**config.mk**
```make
export PLATFORM = sky130hd
export DESIGN_NAME = regfile_wb_arbiter
export DESIGN_NICKNAME = d
export VERILOG_FILES = /design/src/rtl/regfile_wb_arbiter_pkg.sv /design/src/rtl/regfile_scoreboard.sv /design/src/rtl/regfile_wb_arbiter.sv
export SDC_FILE = /design/constraint.sdc
export NUM_CORES = 1
export LEC_CHECK = 0
export BUFFER_PORTS_ARGS = -buffer_cell sky130_fd_sc_hd__buf_2
export CORE_ASPECT_RATIO = 1.1
export CORE_MARGIN = 5
export CORE_UTILIZATION = 35
export DETAILED_ROUTE_END_ITERATION = 10
export PLACE_DENSITY_LB_ADDON = 0.08
export SKIP_CTS_REPAIR_TIMING = 1
export SYNTH_ARGS = -nofsm -noshare
export SYNTH_HDL_FRONTEND = slang
export SYNTH_SLANG_ARGS = --single-unit
```
**constraint.sdc**
```tcl
create_clock -name clk -period 1.8 [get_ports clk]
set_input_delay 0.36 -clock clk [delete_from_list [all_inputs] [get_ports clk]]
set_output_delay 0.36 -clock clk [all_outputs]
set_load 0.02 [all_outputs]
```
**src/rtl/regfile_wb_arbiter_pkg.sv**
```systemverilog
// Shared definitions for the register-file writeback arbiter.
// Build option: REGFILE_WB_RR_EN selects round-robin contention handling;
// when it is undefined the load unit has fixed priority over the ALU.
package regfile_wb_arbiter_pkg;

  localparam int DATA_W_DEF = 32;
  localparam int ADDR_W_DEF = 5;

  // Requester indices, also the encoding of the round-robin pointer
  localparam logic REQ_ALU = 1'b0;
  localparam logic REQ_LSU = 1'b1;

endpackage

```
**src/rtl/regfile_scoreboard.sv**
```systemverilog
// Pending-write scoreboard: one bit per architectural register.
// Register 0 never reports pending. A set and a clear to the same register
// in one cycle leaves it set, since the new issue is the younger event.
module regfile_scoreboard
  import regfile_wb_arbiter_pkg::*;
#(
  parameter int ADDR_W = ADDR_W_DEF
) (
  input  logic              clk,
  input  logic              reset,
  input  logic              set_en,
  input  logic [ADDR_W-1:0] set_addr,
  input  logic              clr_en,
  input  logic [ADDR_W-1:0] clr_addr,
  input  logic [ADDR_W-1:0] chk_addr1,
  input  logic [ADDR_W-1:0] chk_addr2,
  output logic              chk_pending1,
  output logic              chk_pending2
);

  localparam int NREG = 1 << ADDR_W;

  logic [NREG-1:0] pending;
  logic [NREG-1:0] pending_nxt;

  // Next pending vector: clear first, then set so the younger issue wins
  always_comb begin
    pending_nxt = pending;
    if (clr_en) pending_nxt[clr_addr] = 1'b0;
    if (set_en) pending_nxt[set_addr] = 1'b1;
    pending_nxt[0] = 1'b0;
  end

  // Pending bits, cleared by synchronous reset
  always_ff @(posedge clk) begin
    if (reset) pending <= '0;
    else       pending <= pending_nxt;
  end

  assign chk_pending1 = pending[chk_addr1];
  assign chk_pending2 = pending[chk_addr2];

endmodule

```
**src/rtl/regfile_wb_arbiter.sv**
```systemverilog
// Writeback arbiter between the ALU and the load unit, driving a single
// registered register-file write port, plus the hazard scoreboard.
// Build option: REGFILE_WB_RR_EN -- round-robin between the two requesters
// under contention (pointer favours the ALU after reset). Without it the
// load unit always wins and no pointer register exists.
module regfile_wb_arbiter
  import regfile_wb_arbiter_pkg::*;
#(
  parameter int DATA_W = DATA_W_DEF,
  parameter int ADDR_W = ADDR_W_DEF
) (
  input  logic              clk,
  input  logic              reset,
  input  logic              alu_valid,
  input  logic [ADDR_W-1:0] alu_addr,
  input  logic [DATA_W-1:0] alu_data,
  output logic              alu_ready,
  input  logic              lsu_valid,
  input  logic [ADDR_W-1:0] lsu_addr,
  input  logic [DATA_W-1:0] lsu_data,
  output logic              lsu_ready,
  input  logic              issue_en,
  input  logic [ADDR_W-1:0] issue_addr,
  input  logic [ADDR_W-1:0] chk_addr1,
  input  logic [ADDR_W-1:0] chk_addr2,
  output logic              chk_busy1,
  output logic              chk_busy2,
  output logic              rf_write_en,
  output logic [ADDR_W-1:0] rf_dst_addr,
  output logic [DATA_W-1:0] rf_dst_data
);

  logic              contended;
  logic              grant_idx;
  logic              xfer;
  logic [ADDR_W-1:0] win_addr;
  logic [DATA_W-1:0] win_data;
  logic              pend1;
  logic              pend2;

`ifdef REGFILE_WB_RR_EN
  logic rr_ptr;
`endif

  // Arbitration: pick the winner, gate readies with reset, steer the winner's payload
  always_comb begin
    contended = alu_valid & lsu_valid;
`ifdef REGFILE_WB_RR_EN
    if (contended) grant_idx = rr_ptr;
    else           grant_idx = lsu_valid ? REQ_LSU : REQ_ALU;
`else
    grant_idx = lsu_valid ? REQ_LSU : REQ_ALU;
`endif
    alu_ready = !reset && alu_valid && (grant_idx == REQ_ALU);
    lsu_ready = !reset && lsu_valid && (grant_idx == REQ_LSU);
    xfer      = alu_ready | lsu_ready;
    win_addr  = (grant_idx == REQ_LSU) ? lsu_addr : alu_addr;
    win_data  = (grant_idx == REQ_LSU) ? lsu_data : alu_data;
  end

`ifdef REGFILE_WB_RR_EN
  // Round-robin pointer: after a contended grant, favour the requester that lost
  always_ff @(posedge clk) begin
    if (reset)                  rr_ptr <= REQ_ALU;
    else if (contended && xfer) rr_ptr <= ~grant_idx;
  end
`endif

  // Registered write port; writes to register 0 complete the handshake but never fire
  always_ff @(posedge clk) begin
    if (reset) begin
      rf_write_en <= 1'b0;
      rf_dst_addr <= '0;
      rf_dst_data <= '0;
    end else begin
      rf_write_en <= xfer && (win_addr != '0);
      if (xfer) begin
        rf_dst_addr <= win_addr;
        rf_dst_data <= win_data;
      end
    end
  end

  regfile_scoreboard #(
    .ADDR_W (ADDR_W)
  ) u_scoreboard (
    .clk          (clk),
    .reset        (reset),
    .set_en       (issue_en),
    .set_addr     (issue_addr),
    .clr_en       (xfer),
    .clr_addr     (win_addr),
    .chk_addr1    (chk_addr1),
    .chk_addr2    (chk_addr2),
    .chk_pending1 (pend1),
    .chk_pending2 (pend2)
  );

  // Busy also covers the cycle where the write sits on the port but has not landed
  always_comb begin
    chk_busy1 = pend1 | (rf_write_en && (rf_dst_addr == chk_addr1) && (chk_addr1 != '0));
    chk_busy2 = pend2 | (rf_write_en && (rf_dst_addr == chk_addr2) && (chk_addr2 != '0));
  end

endmodule
```
# == Yosys cells after proc, flatten, opt, wreduce, memory -nomap -nowiden ==
# Index checks and enable logic that the tools add are counted.
# classes
n_lt_le_gt_ge,6
eq_ne,2
mux,13
n_bitwise,7
reduce_logical,15
# op_table
op,count
$mux W32,3
$and A32 B32 Y32,1
$not A32 Y32,1
$or A32 B32 Y32,1
$lt A5 B6 Y1 const B,4
$reduce_bool A5 Y1,3
$logic_and A1 B1 Y1,11
$bmux W1 S5,2
$demux W1 S5,2
$eq A5 B5 Y1,2
$ge A5 B1 Y1 const B,2
$mux W1,5
$mux W5,1
$or A1 B1 Y1,3
$logic_not A1 Y1,1
$not A1 Y1,1
# word_totals
register_bits,70
inputBits,94
output_inout_bits,42
word_cells,48

# == Longest topological paths before layout ==
# Gate-level depths: netlist (run 1).
# depth
depth_word,11
mapped_depth,7
ltp_nobuf,5

# == Modules after synthesis ==
# From an unflattened synthesis (run 1), not the netlist that was laid out.
# hier_totals
hier_cells,418
area_unflattened_um2,3913.8
# modules_own_cells
mod,n_inst,cells_per_inst,area_each_um2,seq_area_each_um2
regfile_wb_arbiter,1,189,2092.0,760.7
regfile_scoreboard,1,229,1821.7,620.6

# == Least setup slack after synthesis (run 1) ==
# No wires, ideal clock.
# synth_path
kind,input port to output port
from,input chk_addr1[1]
to,output chk_busy1
arrival_ns,1.836
t_required_ns,1.440
slack_ns,-0.396
path_stages,6
n_path_buf,2
cell_sequence,buf_2 -> buf_4 -> nand3b_1 -> a21oi_1 -> a21oi_1 -> o311ai_0
# synth_between
elab_chain_cells,4
elab_cells_between_ends,7
classes_between,1 x eq/ne; 2 x mux; 1 x bitwise; 3 x reduce/logical
# synth_lines
item,line_no,source
start: declaration,regfile_wb_arbiter.sv:24,"input logic [ADDR_W-1:0] chk_addr1,"
"parallel branches: the longest is 3 deep, another holds $bmux W1 S5",-,
$or A1 B1 Y1 *,regfile_wb_arbiter.sv:101,chk_busy1 = pend1 | (rf_write_en && (rf_dst_addr == chk_addr1) && (chk_addr1 != '0));
end: declaration,regfile_wb_arbiter.sv:26,"output logic chk_busy1,"
# Mark *: on every way between the ends. The select of a mux whose other input is x is not followed.

# == Final worst setup path (run 1) ==
# layout_path
from,register u_scoreboard.pending[6]
to,output chk_busy2
# layout_between
elab_chain_cells,3
# layout_lines
item,line_no,source
start: declaration,regfile_scoreboard.sv:23,logic [NREG-1:0] pending;
start signal: assignment,regfile_scoreboard.sv:37,else pending <= pending_nxt;
$bmux W1 S5,regfile_scoreboard.sv:41,assign chk_pending2 = pending[chk_addr2];
$mux W1 (not written as such),regfile_scoreboard.sv:41,
$or A1 B1 Y1,regfile_wb_arbiter.sv:102,chk_busy2 = pend2 | (rf_write_en && (rf_dst_addr == chk_addr2) && (chk_addr2 != '0));
end: declaration,regfile_wb_arbiter.sv:27,"output logic chk_busy2,"
# No other way between the ends. The select of a mux whose other input is x is not followed.

==> results_dict.tcl, run 1 <==
set metrics [dict create \
    synth.top_cells.by_count "nor2_1 (72), a21oi_1 (71), dfxtp_1 (69), nand2_1 (52), mux2i_1 (48)" \
    path_class "register to output pin" \
    setup_viol 2 \
    intPower_mw 3.15 \
    cts_tree "yes" \
    endpoint_kind "output pin" \
    cp.arrival_ns 1.73 \
    start_kind "register" \
    clkPwrFrac_pct 43.6 \
    crit_path_cell_trace "mux4_2 -> nor2b_1 -> or4_1 -> o31a_1 -> nand4_1 -> buf_6" \
    io_pins 136 \
    synth_most_common_cell "nor2_1" \
    fin_nets 713 \
    grt-ovfl-total 0 \
    wl_per_cell_um 15.9 \
    port_buffers 135 \
    worst_slack_ns -0.292 \
    track_usage_pct 19.4 \
    clkSinkCount 69 \
    crit_family "simple AND/OR/NAND/NOR gates" \
    syn_area_um2 3750 \
    comb_power_share_pct 18.1 \
    async_flop_share_pct 0 \
    dieArea_um2 12900 \
    seqPwrFrac_pct 38.3 \
    syn_nets 558 \
    cts_inserted_buffers 9 \
    synth-seq-area-share_pct 36.8 \
    coreArea_um2 10400 \
    slew_violations 0 \
    cts.clk_slew.worst_paths_ns 0.06 \
    slew_headroom_pct 65.0 \
    yosysTopAreaCellShare_pct 36.8 \
    yosys-top-cells-area "dfxtp_1 (37%), mux2i_1 (13%), a21oi_1 (9.5%)" \
    gp_congestion 0.822 \
    rows 39 \
    grt_pass1_wl_mm 19.9 \
    fin_crit_sh_pct 116 \
    p_per_area_nw_per_um2 830 \
    hold_ws_ns 0.258 \
    ys_seq_elements 69 \
    avgSynthCellArea_um2 8.09 \
    antenna_found_initial 0 \
    p_sw_share_pct 26.5 \
    routed_wl_mm 12.2 \
    switchingPower_mw 1.13 \
    viasPerCell 5.10 \
    cts_buffer_depth 2 \
    dp_hpwl_mm 9.33 \
    violations "setup timing" \
    rsz0062_at_grt "true" \
    worstPathRequired_ns 1.44 \
    hold_path_class "primary input to register" \
    initial_core_util_pct 35.9 \
    clock_skew_ns 0 \
    crit_path_max_fanout 3 \
    htree_levels 3 \
    clk_latency_ns 0.33 \
    drc_errors 0 \
    yosysTopAreaCell "dfxtp_1" \
    yosys_warnings 0 \
    first_iter_violations 269 \
    synth_edf_count 0 \
    syn2layout_area_growth_pct 37.5 \
    ir_drop_mv 0.436 \
    setup_tns_ns -0.527 \
    grt_pass1_vias 3872 \
    fin_crit_ns 2.09 \
    ys_types 44 \
    max_clock_freq_mhz 478 \
    first_pass_iters 5 \
    dieHeight_um 119 \
    netlist_instances 464 \
    die_x_um 109 \
    timing.final.hold_violations 0 \
    dr_total_vias 3910 \
    antenna_cells 0 \
    synth_ff_type "dfxtp_1" \
    cp_num_buf_inv 1 \
    grt_max_degree 72 \
    leakagePower_nw 2.34 \
    ant_nets 0 \
    status "finished with violations" \
    worst_pin_slew_ns 0.523 \
    cp_slowest_cell "or4_1" \
    drive_above_1_share_pct 34.3 \
    cts.root.buffer_cell "clkbuf_16" \
    maxCapViolCount 0 \
    max_stage_delay_ns 0.46 \
]
[routing by layer]
| metal | global-route usage (%) | routed length [um] |
|---|---|---|
| met5 | 0 | 0 |
| met4 | 6.00 | 121 |
| met2 | 31.4 | 5860 |
| met3 | 4.03 | 750 |
| met1 | 25.7 | 5490 |
[cells by family (layout without fill, tap and decap cells)]
kind of cell	Yosys count	after routing	synth area share [%]
AND/OR/NAND/NOR	159	159	18.7
AO/OA/AOI/OAI	132	132	19.9
flip-flops	69	69	36.8
multiplexers	59	59	18.1
buffers and inverters	37	197	4.60
XOR/XNOR	8	8	1.87
[final timing paths]
| check | start | end | slack [ns] | depth (start not counted) |
|---|---|---|---|---|
| max | u_scoreboard.pending[6]$_SDFF_PP0_ | chk_busy2 | -0.29 | 6 |
| min | lsu_data[10] | rf_dst_data[10]$_SDFFE_PP0N_ | 0.26 | 3 |
| min reg2reg | u_scoreboard.pending[13]$_SDFF_PP0_ | u_scoreboard.pending[13]$_SDFF_PP0_ | 0.51 | 2 |
| max reg2reg | rf_dst_addr[1]$_SDFFE_PP0N_ | rf_dst_addr[1]$_SDFFE_PP0N_ | 0.78 | 4 |
[state kept, by name, summed over array words and instances (netlist names)]
name	cells
rf_dst_data	32
u_scoreboard.pending	31
rf_dst_addr	5
rf_write_en	1
[cells in the final DEF, fill, tap and decap left out, types with 4 or more instances in the layout]
| master | instances |
|---|---|
| a211oi_1 | 5 |
| a21oi_1 | 71 |
| buf_2 | 132 |
| buf_4 | 38 |
| clkbuf_16 | 9 |
| dfxtp_1 | 61 |
| dfxtp_2 | 8 |
| inv_1 | 7 |
| mux2_2 | 5 |
| mux2i_1 | 48 |
| mux4_2 | 4 |
| nand2_1 | 52 |
| nand2b_1 | 4 |
| nor2_1 | 72 |
| nor2b_1 | 9 |
| nor3b_1 | 4 |
| o21ai_0 | 33 |
| o32ai_1 | 6 |
| xnor2_1 | 5 |
[area by class of cell]
cell class | instances | area [um2]
fill | 1094 | 5280
tap | 143 | 179
clock inverter | 7 | 90.1
inverter | 7 | 26.3
multi-input combinational | 358 | 2240
clock buffer | 9 | 225
timing repair buffer | 174 | 1000
sequential | 69 | 1390
[tightest hold or removal path, cell delays in order]
cell	delay, ns
buf_2	0.07
a21oi_1	0.05
nor2_1	0.07
[stage by stage]
step / total power, mW / std cells / setup slack (ns) / utilization, % / instance area [um2]
3_3_place_gp: 2.42 / 751 / -0.247 / 45.9 / 4790
5_1_grt: 4.49 / 767 / -0.390 / 49.4 / 5160
3_5_place_dp: 2.43 / 751 / -0.240 / 45.9 / 4790
4_1_cts: 4.30 / 767 / -0.376 / 48.9 / 5110
6_report: 4.28 / 767 / -0.292 / 49.4 / 5160
2_1_floorplan: 2.10 / 464 / -0.119 / - / 3770
[power groups by stage]
stage	Clock, mW	Sequential [mW]	Combinational, mW
after CTS	1.90	1.63	0.768
after global routing	1.99	1.65	0.851
final	1.87	1.64	0.774
after detailed placement	0	1.67	0.765
after floorplan	0	1.73	0.368
after global placement	0	1.66	0.753
Power figures use the tool's default switching activity.
==> run 2, diff against run 1 <==
- clock period: 1.8 -> 2.5 ns (I/O delays scaled with it)
==> results_dict.tcl, run 2 (synthesized netlist as in run 1, its figures left out) <==
set metrics [dict create \
    status "finished, final reports clean" \
    wl_per_cell_um 16.0 \
    clock_skew_ns 0 \
    p_per_area_nw_per_um2 630 \
    hold_path_class "primary input to register" \
    setup_tns_ns 0 \
    dieHeight_um 119 \
    placed_area_um2 4540 \
    cts.clk_slew.worst_paths_ns 0.06 \
    timing.final.hold_violations 0 \
    cp-startpoint "chk_addr2[0]" \
    regToRegEndpoint "rf_dst_addr[0]$_SDFFE_PP0N_" \
    dieArea_um2 12900 \
    dp_hpwl_mm 9.18 \
    htree_levels 3 \
    start_kind "primary input" \
    dr_total_vias 3771 \
    clk_latency_ns 0.33 \
    syn2layout_area_growth_pct 29.9 \
    reg.largest.list "rf_dst_data x32, u_scoreboard.pending x31, rf_dst_addr x5" \
    final_common_cell "buf_2" \
    stdcell_area_um2 4870 \
    fin_nets 685 \
    die_x_um 109 \
    crit_path_max_fanout 6 \
    cts_tree "yes" \
    routed_wl_mm 11.8 \
    cp.arrival_ns 1.84 \
    slew_violations 0 \
    drive_above_1_share_pct 28.9 \
    first_pass_iters 5 \
    fin_crit_ns 2.34 \
    setup_viol 0 \
    drc_errors 0 \
    viasPerCell 5.10 \
    ant_nets 0 \
    fin_util_pct 46.7 \
    largest_reg_flops 32 \
    antenna_cells 0 \
    rows 39 \
    cts.root.buffer_cell "clkbuf_16" \
    clkSinkCount 69 \
    max_clock_freq_mhz 427 \
    grt-ovfl-total 0 \
    rrSetupSlack_ns 1.47 \
    track_usage_pct 18.5 \
    grt_pass1_vias 3691 \
    maxCapViolCount 0 \
    placement.setup.worst_slack_ns 0.142 \
    worst_pin_slew_ns 0.676 \
    cts_inserted_buffers 9 \
    fin_crit_sh_pct 93.7 \
    coreArea_um2 10400 \
    io_pins 136 \
    ir_drop_mv 0.292 \
    worst_slack_ns 0.157 \
    grt_pass1_wl_mm 19.0 \
    r2r-start "rf_dst_addr[0]$_SDFFE_PP0N_" \
    rsz0062_at_grt "false" \
    cts_buffer_depth 2 \
    port_buffers 135 \
    leakagePower_nw 2.18 \
    crit_path_end "chk_busy2" \
    initial_core_util_pct 35.9 \
    first_iter_violations 203 \
    grt_max_degree 65 \
    worstPathRequired_ns 2.00 \
    path_class "primary input to output pin" \
    antenna_found_initial 1 \
    slew_headroom_pct 54.8 \
    gp_congestion 0.822 \
    endpoint_kind "output pin" \
    final_cell_mix "buf_2 (134), nor2_1 (72), a21oi_1 (71)" \
    reg2reg_depth 4 \
    largest_register "rf_dst_data" \
]
==> run 2: cell types whose count changed in the layout (fill, tap and decap cells not counted), sizes merged <==
| cell | change |
|---|---|
| clkinvlp | -2 |
| clkinv | -1 |
| clkbuf | +3 |
| buf | -28 |
==> run 2: how the worst min path moves through the flow <==
stage	cells after the start	from	slack (ns)	endpoint
after global placement	2	u_scoreboard.pending[16]$_SDFF_PP0_	0.50	u_scoreboard.pending[16]$_SDFF_PP0_
after CTS	3	lsu_data[8]	0.39	rf_dst_data[8]$_SDFFE_PP0N_
after global routing	3	lsu_data[11]	0.40	rf_dst_data[11]$_SDFFE_PP0N_
after detailed placement	2	u_scoreboard.pending[12]$_SDFF_PP0_	0.50	u_scoreboard.pending[12]$_SDFF_PP0_
final	3	lsu_data[8]	0.40	rf_dst_data[8]$_SDFFE_PP0N_
after floorplan	2	u_scoreboard.pending[3]$_SDFF_PP0_	0.46	u_scoreboard.pending[3]$_SDFF_PP0_
==> run 2: through the flow <==
stage / power (mW) / hold WS (ns) / std cells
after global placement: 1.70 / 0.495 / 723
final: 3.07 / 0.396 / 739
after detailed placement: 1.71 / 0.500 / 723
after CTS: 3.10 / 0.388 / 739
after global routing: 3.21 / 0.399 / 739
after floorplan: 1.51 / 0.460 / 464
==> run 2: critical path, cell delays in order <==
cell and delay, ns:
buf_2 0.15, mux4_2 0.33, nor2b_1 0.04, or4_1 0.45
o31a_1 0.12, nand4_1 0.08, buf_2 0.16
==> run 2: power by group <==
part | switching, mW | leakage (nW) | internal, mW
Sequential | 0.0318 | 0.566 | 1.15
Combinational | 0.293 | 1.45 | 0.209
Clock | 0.465 | 0.163 | 0.924
==> run 2: layout make-up <==
class	count	area [um2]
fillers	1096	5570
clock inverters	4	70.1
multi-input cells	358	2200
inverters	7	26.3
clock buffers	12	256
flip-flops and latches	69	1380
repair buffers	146	761
well taps	143	179
==> run 2: per-layer routing <==
layer | routed length (um) | global-route usage, % | part of all wire (%) | vias up
li1 | - | - | - | 1900
met1 | 5230 | 23.7 | 44 | 1745
met2 | 5770 | 30.6 | 49 | 108
met3 | 662 | 4.36 | 5.6 | 16
met4 | 162 | 5.60 | 1.4 | 2
met5 | 20 | 0 | 0.17 | -
